===== src/rtl/usrt_rx_ctrl_pkg.sv =====
// Shared constants for the USRT receive path: frame layout, parity modes,
// controller state encodings and the frame parity check.
package usrt_rx_ctrl_pkg;
  localparam int FRAME_W  = 11;
  localparam int BAUD_W   = 14;

  localparam int START_B  = 0;
  localparam int DATA_LSB = 1;
  localparam int PAR_B    = 9;
  localparam int STOP_B   = 10;

  localparam int PAR_NONE = 0;
  localparam int PAR_EVEN = 1;
  localparam int PAR_ODD  = 2;

  localparam logic [1:0] ST_IDLE  = 2'd0;
  localparam logic [1:0] ST_RECV  = 2'd1;
  localparam logic [1:0] ST_CHECK = 2'd2;

  function automatic logic parity_ok(input logic [FRAME_W-1:0] f, input int mode);
    logic x;
    x = ^f[DATA_LSB +: 8];
    case (mode)
      PAR_EVEN: return f[PAR_B] == x;
      PAR_ODD:  return f[PAR_B] == ~x;
      default:  return 1'b1;
    endcase
  endfunction
endpackage


===== src/rtl/usrt_rx_ctrl_if.sv =====
// Host / rxshift / baudgen side signals of the USRT receive controller.
interface usrt_rx_ctrl_if #(parameter int DEPTH = 4);
  localparam int LW = $clog2(DEPTH) + 1;

  logic          i_Baud_Wr;
  logic [13:0]   i_Baud_Div;
  logic [13:0]   o_Baud;
  logic          i_Rx_Serial;
  logic [10:0]   i_Frame;
  logic          i_Frame_Done;
  logic [7:0]    o_Rx_Data;
  logic          o_Rx_Valid;
  logic          i_Rx_Ready;
  logic [LW-1:0] o_Level;
  logic          o_Busy;
  logic          o_Frame_Err;
  logic          o_Parity_Err;
  logic          o_Overrun;
  logic          i_Err_Clr;

  modport master (
    output i_Baud_Wr, i_Baud_Div, i_Rx_Serial, i_Frame, i_Frame_Done, i_Rx_Ready, i_Err_Clr,
    input  o_Baud, o_Rx_Data, o_Rx_Valid, o_Level, o_Busy, o_Frame_Err, o_Parity_Err, o_Overrun
  );
  modport slave (
    input  i_Baud_Wr, i_Baud_Div, i_Rx_Serial, i_Frame, i_Frame_Done, i_Rx_Ready, i_Err_Clr,
    output o_Baud, o_Rx_Data, o_Rx_Valid, o_Level, o_Busy, o_Frame_Err, o_Parity_Err, o_Overrun
  );
endinterface


===== src/rtl/usrt_rx_fifo.sv =====
// Small byte FIFO with occupancy count; shared with the TX path.
// Push while full is accepted only when a pop frees a slot in the same cycle.
module usrt_rx_fifo #(
  parameter int DEPTH  = 4,
  parameter int DATA_W = 8
)(
  input  logic                       gclk,
  input  logic                       grst_n,
  input  logic                       push,
  input  logic                       pop,
  input  logic [DATA_W-1:0]          din,
  output logic [DATA_W-1:0]          dout,
  output logic                       full,
  output logic                       empty,
  output logic [$clog2(DEPTH):0]     level
);
  localparam int AW = $clog2(DEPTH);
  localparam logic [AW:0] FULL_LVL = (AW+1)'(DEPTH);

  logic [DEPTH-1:0][DATA_W-1:0] mem;
  logic [AW-1:0] wr_ptr, rd_ptr;
  logic do_push, do_pop;

  assign empty   = level == '0;
  assign full    = level == FULL_LVL;
  assign do_pop  = pop & ~empty;
  assign do_push = push & (~full | do_pop);
  assign dout    = mem[rd_ptr];

  always_ff @(posedge gclk or negedge grst_n) begin
    if (!grst_n) begin
      mem    <= '0;
      wr_ptr <= '0;
      rd_ptr <= '0;
      level  <= '0;
    end else begin
      if (do_push) begin
        mem[wr_ptr] <= din;
        wr_ptr      <= wr_ptr + 1'b1;
      end
      if (do_pop) rd_ptr <= rd_ptr + 1'b1;
      case ({do_push, do_pop})
        2'b10:   level <= level + 1'b1;
        2'b01:   level <= level - 1'b1;
        default: level <= level;
      endcase
    end
  end
endmodule


===== src/rtl/usrt_rx_ctrl.sv =====
// USRT receive controller: frames start edge to rxshift done, checks start/stop/parity,
// queues good bytes for the host and owns the baudgen divisor.
module usrt_rx_ctrl
  import usrt_rx_ctrl_pkg::*;
#(
  parameter int DEPTH       = 4,
  parameter int PARITY      = PAR_EVEN,
  parameter int TIMEOUT_CYC = 4096,
  parameter int BAUD_RST    = 87
)(
  input  logic          i_Pclk,
  input  logic          i_Rst_n,
  usrt_rx_ctrl_if.slave bus
);
  localparam int LW = $clog2(DEPTH) + 1;
  localparam int TW = (TIMEOUT_CYC > 2) ? $clog2(TIMEOUT_CYC) : 1;
  localparam logic [TW-1:0] TMO_LAST = TW'(TIMEOUT_CYC - 1);

  logic               rx_s1, rx_s2, rx_prev, done_d;
  logic [1:0]         state;
  logic [TW-1:0]      cnt;
  logic [FRAME_W-1:0] frame_q;
  logic               push_q;
  logic               pend_v;
  logic [BAUD_W-1:0]  pend;
  logic               fifo_full, fifo_empty, pop;
  logic [LW-1:0]      level;
  logic               line_fall, done_rise, tmo, in_check, hdr_ok, par_ok;
  logic               chk_ferr, chk_perr, chk_good, ovr_evt;

  assign line_fall = rx_prev & ~rx_s2;
  assign done_rise = bus.i_Frame_Done & ~done_d;
  // a done edge in the last timeout cycle still completes the frame
  assign tmo       = (state == ST_RECV) & ~done_rise & (cnt == TMO_LAST);
  assign in_check  = state == ST_CHECK;
  assign hdr_ok    = ~frame_q[START_B] & frame_q[STOP_B];
  assign par_ok    = parity_ok(frame_q, PARITY);
  assign chk_ferr  = in_check & ~hdr_ok;
  assign chk_perr  = in_check & hdr_ok & ~par_ok;
  assign chk_good  = in_check & hdr_ok & par_ok;
  assign pop       = ~fifo_empty & bus.i_Rx_Ready;
  assign ovr_evt   = push_q & fifo_full & ~pop;

  always_ff @(posedge i_Pclk or negedge i_Rst_n) begin
    if (!i_Rst_n) begin
      rx_s1   <= 1'b1;
      rx_s2   <= 1'b1;
      rx_prev <= 1'b1;
      done_d  <= 1'b0;
    end else begin
      rx_s1   <= bus.i_Rx_Serial;
      rx_s2   <= rx_s1;
      rx_prev <= rx_s2;
      done_d  <= bus.i_Frame_Done;
    end
  end

  always_ff @(posedge i_Pclk or negedge i_Rst_n) begin
    if (!i_Rst_n) begin
      state   <= ST_IDLE;
      cnt     <= '0;
      frame_q <= '0;
      push_q  <= 1'b0;
    end else begin
      push_q <= chk_good;
      case (state)
        ST_IDLE: if (line_fall) begin
          state <= ST_RECV;
          cnt   <= '0;
        end
        ST_RECV: begin
          if (done_rise) begin
            state   <= ST_CHECK;
            frame_q <= bus.i_Frame;
          end else if (tmo) begin
            state <= ST_IDLE;
          end else begin
            cnt <= cnt + 1'b1;
          end
        end
        default: state <= ST_IDLE;
      endcase
    end
  end

  // sticky flags: a new event in the clear cycle survives the clear
  always_ff @(posedge i_Pclk or negedge i_Rst_n) begin
    if (!i_Rst_n) begin
      bus.o_Frame_Err  <= 1'b0;
      bus.o_Parity_Err <= 1'b0;
      bus.o_Overrun    <= 1'b0;
    end else begin
      bus.o_Frame_Err  <= (bus.o_Frame_Err  & ~bus.i_Err_Clr) | chk_ferr | tmo;
      bus.o_Parity_Err <= (bus.o_Parity_Err & ~bus.i_Err_Clr) | chk_perr;
      bus.o_Overrun    <= (bus.o_Overrun    & ~bus.i_Err_Clr) | ovr_evt;
    end
  end

  // divisor changes land only while no frame is in flight
  always_ff @(posedge i_Pclk or negedge i_Rst_n) begin
    if (!i_Rst_n) begin
      bus.o_Baud <= BAUD_W'(BAUD_RST);
      pend       <= '0;
      pend_v     <= 1'b0;
    end else begin
      if (state == ST_IDLE && pend_v) bus.o_Baud <= pend;
      if (bus.i_Baud_Wr && bus.i_Baud_Div != '0) begin
        pend   <= bus.i_Baud_Div;
        pend_v <= 1'b1;
      end else if (state == ST_IDLE) begin
        pend_v <= 1'b0;
      end
    end
  end

  usrt_rx_fifo #(.DEPTH(DEPTH), .DATA_W(8)) u_fifo (
    .gclk   (i_Pclk),
    .grst_n (i_Rst_n),
    .push   (push_q),
    .pop    (pop),
    .din    (frame_q[DATA_LSB +: 8]),
    .dout   (bus.o_Rx_Data),
    .full   (fifo_full),
    .empty  (fifo_empty),
    .level  (level)
  );

  assign bus.o_Rx_Valid = ~fifo_empty;
  assign bus.o_Level    = level;
  assign bus.o_Busy     = state != ST_IDLE;
endmodule


===== src/flat_wrapper.sv =====
// flat-port wrapper written by rule: the top's interface ports become plain ports
module usrt_rx_ctrl_flat import usrt_rx_ctrl_pkg::*;
#(
  parameter int DEPTH       = 4,
  parameter int PARITY      = PAR_EVEN,
  parameter int TIMEOUT_CYC = 4096,
  parameter int BAUD_RST    = 87
)
  (i_Pclk, i_Rst_n, bus_i_Baud_Wr, bus_i_Baud_Div, bus_i_Rx_Serial, bus_i_Frame, bus_i_Frame_Done, bus_i_Rx_Ready, bus_i_Err_Clr, bus_o_Baud, bus_o_Rx_Data, bus_o_Rx_Valid, bus_o_Level, bus_o_Busy, bus_o_Frame_Err, bus_o_Parity_Err, bus_o_Overrun);
  usrt_rx_ctrl_if #(.DEPTH(DEPTH)) bus_i ();
  input  logic i_Pclk;
  input  logic i_Rst_n;
  input wire logic [$bits(bus_i.i_Baud_Wr)-1:0] bus_i_Baud_Wr;
  input wire logic [$bits(bus_i.i_Baud_Div)-1:0] bus_i_Baud_Div;
  input wire logic [$bits(bus_i.i_Rx_Serial)-1:0] bus_i_Rx_Serial;
  input wire logic [$bits(bus_i.i_Frame)-1:0] bus_i_Frame;
  input wire logic [$bits(bus_i.i_Frame_Done)-1:0] bus_i_Frame_Done;
  input wire logic [$bits(bus_i.i_Rx_Ready)-1:0] bus_i_Rx_Ready;
  input wire logic [$bits(bus_i.i_Err_Clr)-1:0] bus_i_Err_Clr;
  output wire logic [$bits(bus_i.o_Baud)-1:0] bus_o_Baud;
  output wire logic [$bits(bus_i.o_Rx_Data)-1:0] bus_o_Rx_Data;
  output wire logic [$bits(bus_i.o_Rx_Valid)-1:0] bus_o_Rx_Valid;
  output wire logic [$bits(bus_i.o_Level)-1:0] bus_o_Level;
  output wire logic [$bits(bus_i.o_Busy)-1:0] bus_o_Busy;
  output wire logic [$bits(bus_i.o_Frame_Err)-1:0] bus_o_Frame_Err;
  output wire logic [$bits(bus_i.o_Parity_Err)-1:0] bus_o_Parity_Err;
  output wire logic [$bits(bus_i.o_Overrun)-1:0] bus_o_Overrun;
  assign bus_i.i_Baud_Wr = bus_i_Baud_Wr;
  assign bus_i.i_Baud_Div = bus_i_Baud_Div;
  assign bus_i.i_Rx_Serial = bus_i_Rx_Serial;
  assign bus_i.i_Frame = bus_i_Frame;
  assign bus_i.i_Frame_Done = bus_i_Frame_Done;
  assign bus_i.i_Rx_Ready = bus_i_Rx_Ready;
  assign bus_i.i_Err_Clr = bus_i_Err_Clr;
  assign bus_o_Baud = bus_i.o_Baud;
  assign bus_o_Rx_Data = bus_i.o_Rx_Data;
  assign bus_o_Rx_Valid = bus_i.o_Rx_Valid;
  assign bus_o_Level = bus_i.o_Level;
  assign bus_o_Busy = bus_i.o_Busy;
  assign bus_o_Frame_Err = bus_i.o_Frame_Err;
  assign bus_o_Parity_Err = bus_i.o_Parity_Err;
  assign bus_o_Overrun = bus_i.o_Overrun;
  usrt_rx_ctrl #(.DEPTH(DEPTH), .PARITY(PARITY), .TIMEOUT_CYC(TIMEOUT_CYC), .BAUD_RST(BAUD_RST)) u_core (.i_Pclk(i_Pclk), .i_Rst_n(i_Rst_n), .bus(bus_i));
endmodule

===== config.mk =====
export PLATFORM = sky130hd
export DESIGN_NAME = usrt_rx_ctrl_flat
export DESIGN_NICKNAME = d
export VERILOG_FILES = /design/src/rtl/usrt_rx_ctrl_pkg.sv /design/src/rtl/usrt_rx_ctrl_if.sv /design/src/rtl/usrt_rx_fifo.sv /design/src/rtl/usrt_rx_ctrl.sv /design/src/flat_wrapper.sv
export SDC_FILE = /design/constraint.sdc
export NUM_CORES = 1
export LEC_CHECK = 0
export ABC_AREA = 1
export BUFFER_PORTS_ARGS = -buffer_cell sky130_fd_sc_hd__clkbuf_2
export CAP_MARGIN = 0
export CORE_ASPECT_RATIO = 1.5
export CORE_MARGIN = 2
export CORE_UTILIZATION = 60
export DETAILED_ROUTE_END_ITERATION = 8
export PLACE_DENSITY = 0.83
export SETUP_SLACK_MARGIN = 0.1
export SLEW_MARGIN = 20
export SYNTH_ARGS = -nofsm -noshare
export SYNTH_HDL_FRONTEND = slang
export SYNTH_SLANG_ARGS = --single-unit

===== constraint.sdc =====
create_clock -name i_Pclk -period 3.1 [get_ports i_Pclk]
set_input_delay 0.62 -clock i_Pclk [delete_from_list [all_inputs] [get_ports i_Pclk]]
set_output_delay 0.62 -clock i_Pclk [all_outputs]
set_load 0.02 [all_outputs]

==> impl_metrics.py, run 1 <==
metrics = {
    "outcome": {
        "status": "finished, final reports clean",
    },
    "power": {
        "leakage_nw": 2.602,
        "ir_drop_mv": 0.5775,
        "p_sw_frac": 0.3783,
        "clock_power_share": 0.222,
        "seqPwrFrac": 0.429,
        "p_per_area_nw_per_um2": 826.9,
        "p_switching_mw": 1.622,
        "internal-power_mw": 2.665,
        "p_comb_frac": 0.349,
    },
    "detailed_routing": {
        "dr.first_iter.drc_count": 239,
        "wl_per_cell_um": 13.80,
        "vias": 3714,
        "drt-total-wl_um": 9384,
        "drcViolationCount": 0,
        "via_per_inst": 5.462,
        "drtPass1Iterations": 5,
        "antenna_left": 0,
    },
    "placed_design": {
        "dp_hpwl_um": 6738,
        "port_buffers": 61,
        "place_inst": 664,
        "place_congestion": 0.7888,
    },
    "job": {
        "drv_cap": 0,
    },
    "floorplan": {
        "io_pins": 62,
        "initial_utilization": 0.6230,
        "rows": 38,
        "dieHeight_um": 110.8,
        "design.die.area_um2": 8331,
        "core_um2": 7322,
        "die_w_um": 75.20,
    },
    "logic_synthesis": {
        "dominantRegCellSynth": "dfrtp_1",
        "synth_commonest_cells": "nand2_1 (157), dfrtp_1 (93), o21ai_0 (68)",
        "yosysTopAreaCell": "dfrtp_1",
        "syn_inst": 516,
        "synth.distinct_cells": 31,
        "ys_seq_area_frac": 0.5562,
        "yosys.cell_count.top_type": "nand2_1",
        "synth-seq-cells": 101,
        "synth_nets": 554,
        "synth_top_area_frac": 0.5101,
        "synth_area_leaders": "dfrtp_1 (51%), nand2_1 (13%), o21ai_0 (7.5%)",
        "postSynth.asyncResetShare": 1.000,
        "avgSynthCellArea_um2": 8.841,
        "yosysWarnings": 0,
        "netlist_area_um2": 4562,
        "synth_edf_count": 0,
    },
    "global_routing": {
        "grt_max_degree": 53,
        "grt_pass1_wl_um": 15850,
        "antenna_found_initial": 0,
        "grt_pass1_vias": 3531,
        "groute.usage.overall": 0.2451,
        "gr-total-overflow": 0,
    },
    "cts": {
        "cts_made_buffers": 9,
        "clock_latency_ps": 370,
        "clockBufferDepth": 2,
        "root_buffer": "clkbuf_8",
        "post_cts_buffers": 0,
        "clkTransAtPathRegs_ps": 90,
        "clkSinkCount": 101,
        "cts_hold_buf": 0,
        "cts_resized": 0,
        "cts_tree": "yes",
        "htreeDepth": 3,
    },
    "finish": {
        "fin_cells": 680,
        "nets": 613,
        "syn2layout_area_growth_pct": 13.63,
        "n_antenna_cell": 0,
        "drive_above_1_share": 0.1966,
        "final_core_util": 0.7080,
        "fillCellCount": 589,
    },
    "worst_hold_path": {
        "worstHoldPathType": "input port to asynchronous set/reset pin",
    },
    "sta": {
        "grt_setup_unrepaired": "no",
        "slew_viol_final": 0,
        "worst_pin_slew_ps": 626.2,
        "whs_ps": 251.9,
        "hold_viol": 0,
        "min_period_ps": 2461,
        "setup-violations-final": 0,
        "skew_ps": 8.493,
        "finalSetupTns_ps": 0,
        "period_share": 0.7938,
        "max_freq_mhz": 406.4,
        "max_slew_margin": 0.5815,
    },
    "worst_setup_path": {
        "rr_worst_depth": 9,
        "rrSetupSlack_ps": 1340,
        "required_ps": 2480,
        "crit_type": "register to output pin",
        "crit_path_max_fanout": 18,
        "crit_path_start_kind": "register",
        "critPathArrivalTime_ps": 1840,
        "end_kind": "output pin",
    },
}
==> layout by cell type, fill, tap and decap left out, drive strengths merged, types with 2 or more instances in the layout <==
master	synthesis	final
xor2	5	5
mux2	14	14
nand2	159	159
o22ai	8	8
nor3	3	3
bufinv	0	2
o21ai	69	69
a21oi	6	6
nand3	37	37
inv	40	41
dfrtp	93	93
nor2	46	46
dfstp	8	8
buf	8	3
ha	5	5
nand4	2	2
clkbuf	7	71
==> per-layer routing <==
layer	routed length [um]	share of wire	track usage
met1	3778	0.40	0.2988
met2	4979	0.53	0.4146
met3	447	0.048	0.05909
met4	178	0.019	0.08538
met5	0	0	0
==> area by class of cell <==
cell class              instances  area (um2)  area share
multi-input cells             360        1803      0.3478
repair buffers                 63       335.3     0.06469
clock inverters                 5       81.33     0.01569
well taps                     100       125.1     0.02414
clock buffers                  11       151.4     0.02921
inverters                      40       150.1     0.02896
flip-flops and latches        101        2537      0.4895
==> critical path, cell delays in order, from the launching register on <==
cell and delay, ps:
dfrtp_1 370, buf_4 190, inv_1 400, o21ai_0 160, o22ai_1 160, clkbuf_2 200
==> flip-flops by register name, indices dropped and copies added (netlist names), 2 cells and up <==
register              flops
u_core.bus.o_Baud        14
u_core.cnt               12
u_core.frame_q           11
u_core.pend              14
u_core.state              2
u_core.u_fifo.level       3
u_core.u_fifo.mem        32
u_core.u_fifo.rd_ptr      2
u_core.u_fifo.wr_ptr      2
==> kinds of logic (layout without fill, tap and decap cells) <==
kind of cell               Yosys count  count (layout)  share of synthesized area
muxes                               14              14                    0.03456
xor gates and xnor gates             5               5                   0.009599
buffers and inverters               55             119                    0.04855
adders and majority gates            6               6                    0.01810
AOI/OAI and AO/OA                   86              86                     0.1009
and+or+nand+nor                    249             249                     0.2320
DFF                                101             101                     0.5562
==> final timing paths <==
check	startpoint	endpoint
setup / recovery	u_core.u_fifo.rd_ptr[0]	bus_o_Rx_Data[4]
hold / removal	i_Rst_n	u_core.u_fifo.mem[30]
setup reg to reg	u_core.u_fifo.level[0]	u_core.u_fifo.level[2]
hold reg to reg	u_core.rx_s2	u_core.rx_prev
max in group asynchronous	i_Rst_n	u_core.bus.o_Overrun
min in group i_Pclk	bus_i_Rx_Serial	u_core.rx_s1
==> metrics by stage <==
stage	setup WS, ps	power [mW]	cell area, um2
after global routing	485.3	4.588	5184
after floorplan	1122	2.906	4562
after detailed placement	906.2	3.369	4951
after global placement	972.0	3.298	4951
final	639.1	4.287	5184
after CTS	604.3	4.313	5184
==> power groups by stage <==
| stage | registers (mW) | clock network, mW | logic (mW) |
|---|---|---|---|
| 3_3_place_gp | 1.84 | 0 | 1.46 |
| 2_1_floorplan | 1.94 | 0 | 0.970 |
| 5_1_grt | 1.88 | 1.01 | 1.70 |
| 3_5_place_dp | 1.86 | 0 | 1.51 |
| 6_report | 1.84 | 0.952 | 1.50 |
| 4_1_cts | 1.84 | 0.963 | 1.51 |
Power figures use the tool's default switching activity.
==> inputs of run 2 (changes only) <==
- CORE_UTILIZATION: 60 -> 57
- PLACE_DENSITY: 0.83 -> 0.79
- clock period: 3.1 -> 2.38 ns (I/O delays scaled with it)
==> run 2 against run 1 <==
  * Hold slack got worse by 150 ps
  * Register-to-register slack worse by 770 ps
  * Sequential power increased by 30%
  * Via count shrank 0.19%
  * Routed wire length grew 4.1%
  * Critical endpoint is now bus_o_Rx_Data[3]
  * Largest power group unchanged
  * Die area grew 5.0%
  * Setup slack got worse by 320 ps
  * Non-clock buffer count is 2 higher
==> impl_metrics.py, run 2 (synthesis gave the netlist of run 1 again) <==
metrics = {
    "finish": {
        "seq_area_um2": 2537,
        "layout_common_cells": "nand2_1 (157), dfrtp_1 (93), o21ai_0 (68)",
        "final_common_cell": "nand2_1",
        "fin_cells": 687,
        "multi_input_area_um2": 1803,
        "largest_reg_flops": 32,
        "nets": 615,
        "fillCellCount": 673,
        "largest-register": "u_core.u_fifo.mem",
        "largestRegisters": "u_core.u_fifo.mem: 32 flops, u_core.bus.o_Baud: 14 flops, u_core.pend: 14 flops",
        "n_antenna_cell": 0,
        "syn2layout_area_growth_pct": 15.66,
        "drive_above_1_share": 0.1959,
    },
    "sta": {
        "hold_viol": 0,
        "period_share": 0.8645,
        "max_freq_mhz": 486.0,
        "grt_setup_unrepaired": "no",
        "max_slew_margin": 0.5895,
        "finalSetupTns_ps": 0,
        "setup-violations-final": 0,
        "skew_ps": 6.616,
        "slew_viol_final": 0,
        "whs_ps": 104.0,
        "worst_pin_slew_ps": 614.3,
        "min_period_ps": 2058,
    },
    "detailed_routing": {
        "vias": 3707,
        "drt-total-wl_um": 9768,
        "via_per_inst": 5.396,
        "drcViolationCount": 0,
        "dr.first_iter.drc_count": 239,
        "wl_per_cell_um": 14.22,
        "antenna_left": 0,
        "drtPass1Iterations": 5,
    },
    "worst_setup_path": {
        "critPathArrivalTime_ps": 1580,
        "crit_type": "register to output pin",
        "crit_path_max_fanout": 17,
        "required_ps": 1900,
        "end_kind": "output pin",
        "crit_path_start_kind": "register",
    },
    "floorplan": {
        "io_pins": 62,
        "die_w_um": 77.05,
        "core_um2": 7908,
        "design.die.area_um2": 8750,
        "dieHeight_um": 113.6,
        "rows": 40,
        "initial_utilization": 0.5769,
    },
    "global_routing": {
        "grt_max_degree": 42,
        "grt_pass1_vias": 3675,
        "grt_pass1_wl_um": 16600,
        "gr-total-overflow": 0,
        "antenna_found_initial": 0,
        "groute.usage.overall": 0.2390,
    },
    "placed_design": {
        "dp_hpwl_um": 6771,
        "place_congestion": 0.8166,
        "place_inst": 671,
        "port_buffers": 61,
    },
    "cts": {
        "clockBufferDepth": 2,
        "clkTransAtPathRegs_ps": 60,
        "cts_hold_buf": 0,
        "cts_made_buffers": 9,
        "root_buffer": "clkbuf_16",
        "cts_tree": "yes",
        "clkSinkCount": 101,
        "post_cts_buffers": 0,
        "cts_resized": 0,
        "htreeDepth": 3,
        "clock_latency_ps": 340,
    },
    "power": {
        "ir_drop_mv": 0.6221,
        "leakage_nw": 2.645,
        "p_total_mw": 5.861,
        "p_per_area_nw_per_um2": 1111,
    },
    "outcome": {
        "status": "finished, final reports clean",
    },
    "job": {
        "drv_cap": 0,
    },
    "worst_hold_path": {
        "worstHoldPathType": "input port to asynchronous set/reset pin",
    },
}
==> run 2: final timing paths <==
path                                                to  cells past startpoint  slack (ps)                     from
worst max register to register  u_core.u_fifo.level[2]                      9         570   u_core.u_fifo.level[0]
worst min-delay path             u_core.u_fifo.mem[13]                      1         100                  i_Rst_n
worst min register to register            u_core.rx_s2                      0         360             u_core.rx_s1
max in group asynchronous         u_core.u_fifo.mem[9]                      2        1580                  i_Rst_n
worst max-delay path                  bus_o_Rx_Data[3]                      4         320  u_core.u_fifo.rd_ptr[0]
min in group i_Pclk                       u_core.rx_s1                      1         220          bus_i_Rx_Serial
==> run 2: cell type report <==
type / count / area share
multi-input cells: 360 / 0.3417
clock buffers: 13 / 0.04932
clock inverters: 3 / 0.008300
well taps: 105 / 0.02490
inverters: 40 / 0.02846
flip-flops and latches: 101 / 0.4809
repair buffers: 65 / 0.06640
==> run 2: routing by layer <==
layer	share of wire	vias to the layer above	track usage
met3	0.047	21	0.04430
met1	0.38	1771	0.2705
li1	-	1795	-
met5	0	-	0
met2	0.54	120	0.4310
met4	0.027	0	0.1202
==> run 2: critical path: stages (launching register included) <==
cell and delay [ps]:
dfrtp_1 370, inv_1 380, o21ai_0 160, o22ai_1 150, clkbuf_2 190
==> run 2: metrics by stage <==
stage               setup WS, ps  utilization  cell area (um2)
floorplan                  480.5            -             4562
global placement           664.8       0.6288             4972
detailed placement         557.4       0.6288             4972
CTS                        299.1       0.6672             5276
global route               170.3       0.6672             5276
finish                     322.4       0.6672             5276
==> run 2: report_power, final <==
group	switching, mW	total [mW]	internal [mW]
registers	0.261	2.40	2.14
clock network	0.600	1.47	0.873
logic	1.30	1.99	0.689
total	2.16	5.86	3.70
==> inputs of run 3 (changes only) <==
- CORE_MARGIN: 2 -> unset
- HOLD_SLACK_MARGIN: unset -> 0.02
==> run 3 against run 2 <==
  * First-iteration DRC count increased by 4.6%
  * Clock skew about the same
  * Critical path type unchanged
  * Fmax decreased by 0.89%
  * Critical path depth unchanged
  * Total power increased by 1.4%
  * Flip-flop and latch count unchanged
  * Clock power increased by 8%
  * Largest power group unchanged
  * Non-clock buffer count unchanged
  * Global-route usage increased by 0.22 points
  * Via count decreased by 3.0%
  * Core utilization increased by 2.5 points
==> impl_metrics.py, run 3 (synthesis gave the netlist of run 1 again) <==
metrics = {
    "placed_design": {
        "dp_hpwl_um": 6443,
        "port_buffers": 61,
        "place_congestion": 0.8208,
    },
    "cts": {
        "clockBufferDepth": 2,
        "root_buffer": "clkbuf_16",
        "clock_latency_ps": 340,
        "cts_tree": "yes",
        "cts_made_buffers": 9,
        "cts_resized": 0,
        "htreeDepth": 3,
        "clkTransAtPathRegs_ps": 70,
        "cts_hold_buf": 0,
        "post_cts_buffers": 0,
        "clkSinkCount": 101,
    },
    "power": {
        "leakage_nw": 2.654,
        "p_total_mw": 5.942,
        "p_per_area_nw_per_um2": 1121,
        "p_sw_frac": 0.3644,
        "p_comb_frac": 0.330,
        "clock_power_share": 0.268,
        "p_switching_mw": 2.165,
        "ir_drop_mv": 0.6795,
        "seqPwrFrac": 0.402,
        "internal-power_mw": 3.777,
    },
    "finish": {
        "largest_reg_flops": 32,
        "layout_common_cells": "nand2_1 (157), dfrtp_1 (93), o21ai_0 (68)",
        "largest-register": "u_core.u_fifo.mem",
        "largestRegisters": "u_core.u_fifo.mem: 32 flops, u_core.bus.o_Baud: 14 flops, u_core.pend: 14 flops",
        "drive_above_1_share": 0.1993,
        "final_common_cell": "nand2_1",
        "nets": 615,
        "n_antenna_cell": 0,
        "syn2layout_area_growth_pct": 16.21,
    },
    "worst_setup_path": {
        "crit_path_max_fanout": 17,
        "end_kind": "output pin",
        "required_ps": 1900,
        "timing.rr.end": "u_core.u_fifo.level[2]",
        "crit_type": "register to output pin",
        "r2r_start": "u_core.u_fifo.level[0]",
        "rrSetupSlack_ps": 630,
        "cp-endpoint": "bus_o_Rx_Data[4]",
        "cp-startpoint": "u_core.u_fifo.rd_ptr[0]",
        "rr_worst_depth": 9,
        "critPathArrivalTime_ps": 1600,
        "crit_path_start_kind": "register",
    },
    "sta": {
        "whs_ps": 174.9,
        "finalSetupTns_ps": 0,
        "min_period_ps": 2076,
        "skew_ps": 6.968,
        "hold_viol": 0,
        "slew_viol_final": 0,
        "max_freq_mhz": 481.7,
        "setup-violations-final": 0,
        "worst_pin_slew_ps": 699.1,
        "period_share": 0.8723,
        "max_slew_margin": 0.5340,
        "grt_setup_unrepaired": "no",
    },
    "outcome": {
        "status": "finished, final reports clean",
    },
    "detailed_routing": {
        "drt-total-wl_um": 9091,
        "drcViolationCount": 0,
        "drtPass1Iterations": 4,
        "dr.first_iter.drc_count": 250,
        "vias": 3596,
        "antenna_left": 0,
        "via_per_inst": 5.257,
        "wl_per_cell_um": 13.29,
    },
    "global_routing": {
        "grt_pass1_vias": 3507,
        "grt_pass1_wl_um": 15390,
        "antenna_found_initial": 0,
        "gr-total-overflow": 0,
        "grt_max_degree": 57,
        "groute.usage.overall": 0.2412,
    },
    "floorplan": {
        "design.die.area_um2": 8372,
        "die_w_um": 75.05,
        "dieHeight_um": 111.6,
        "initial_utilization": 0.5955,
        "io_pins": 62,
        "core_um2": 7661,
        "rows": 39,
    },
    "worst_hold_path": {
        "worstHoldPathType": "input port to asynchronous set/reset pin",
    },
    "job": {
        "drv_cap": 0,
    },
}
[run 3: cell types whose count changed in the layout (fill, tap and decap cells not counted)]
cell,before,now
clkbuf_1,2,0
bufinv_16,1,2
clkbuf_8,2,1
clkinv_2,1,0
clkinv_4,1,2
clkinvlp_4,0,1
inv_6,0,1
[run 3: worst max-delay path, stage by stage, from the launching register on]
cell and delay, ps:
dfrtp_1 380, inv_1 360, o21ai_0 170, o22ai_1 160, clkbuf_2 200
[run 3: power groups by stage]
stage / combinational (mW) / sequential [mW] / clock [mW]
after CTS: 1.98 / 2.39 / 1.62
after detailed placement: 1.97 / 2.42 / 0
after floorplan: 1.26 / 2.52 / 0
after global routing: 2.21 / 2.44 / 1.69
final: 1.96 / 2.39 / 1.59
after global placement: 1.91 / 2.40 / 0
[run 3: per-layer routing]
layer,vias up,track usage,part of all wire
li1,1798,-,-
met1,1715,0.2891,0.43
met2,69,0.4060,0.52
met3,14,0.03801,0.032
met4,0,0.1270,0.023
met5,-,0,0
[run 3: stage by stage]
stage	instance area, um2	util	std cells	setup WS, ps
floorplan	4562	-	516	480.5
global placement	4969	0.6485	668	654.4
detailed placement	4969	0.6485	668	608.0
CTS	5301	0.6920	684	303.7
global route	5301	0.6920	684	219.3
finish	5301	0.6920	684	304.0
[run 3: worst min path at each step]
stage | slack (ps) | start | end | cells after the start
2_1_floorplan | 180 | i_Rst_n | u_core.bus.o_Baud[10] | 0
3_3_place_gp | 350 | u_core.rx_s1 | u_core.rx_s2 | 0
3_5_place_dp | 360 | u_core.rx_s1 | u_core.rx_s2 | 0
4_1_cts | 200 | i_Rst_n | u_core.bus.o_Baud[13] | 1
5_1_grt | 200 | bus_i_Rx_Serial | u_core.rx_s1 | 1
6_report | 170 | i_Rst_n | u_core.u_fifo.mem[29] | 1
[run 3: cell type report]
class	instances	area, um2
Tap cell	102	127.6
Inverter	40	150.1
Clock inverter	6	93.84
Multi-Input combinational cell	360	1803
Sequential cell	101	2537
Clock buffer	10	239.0
Fill cell	637	2360
Timing Repair Buffer	65	350.3
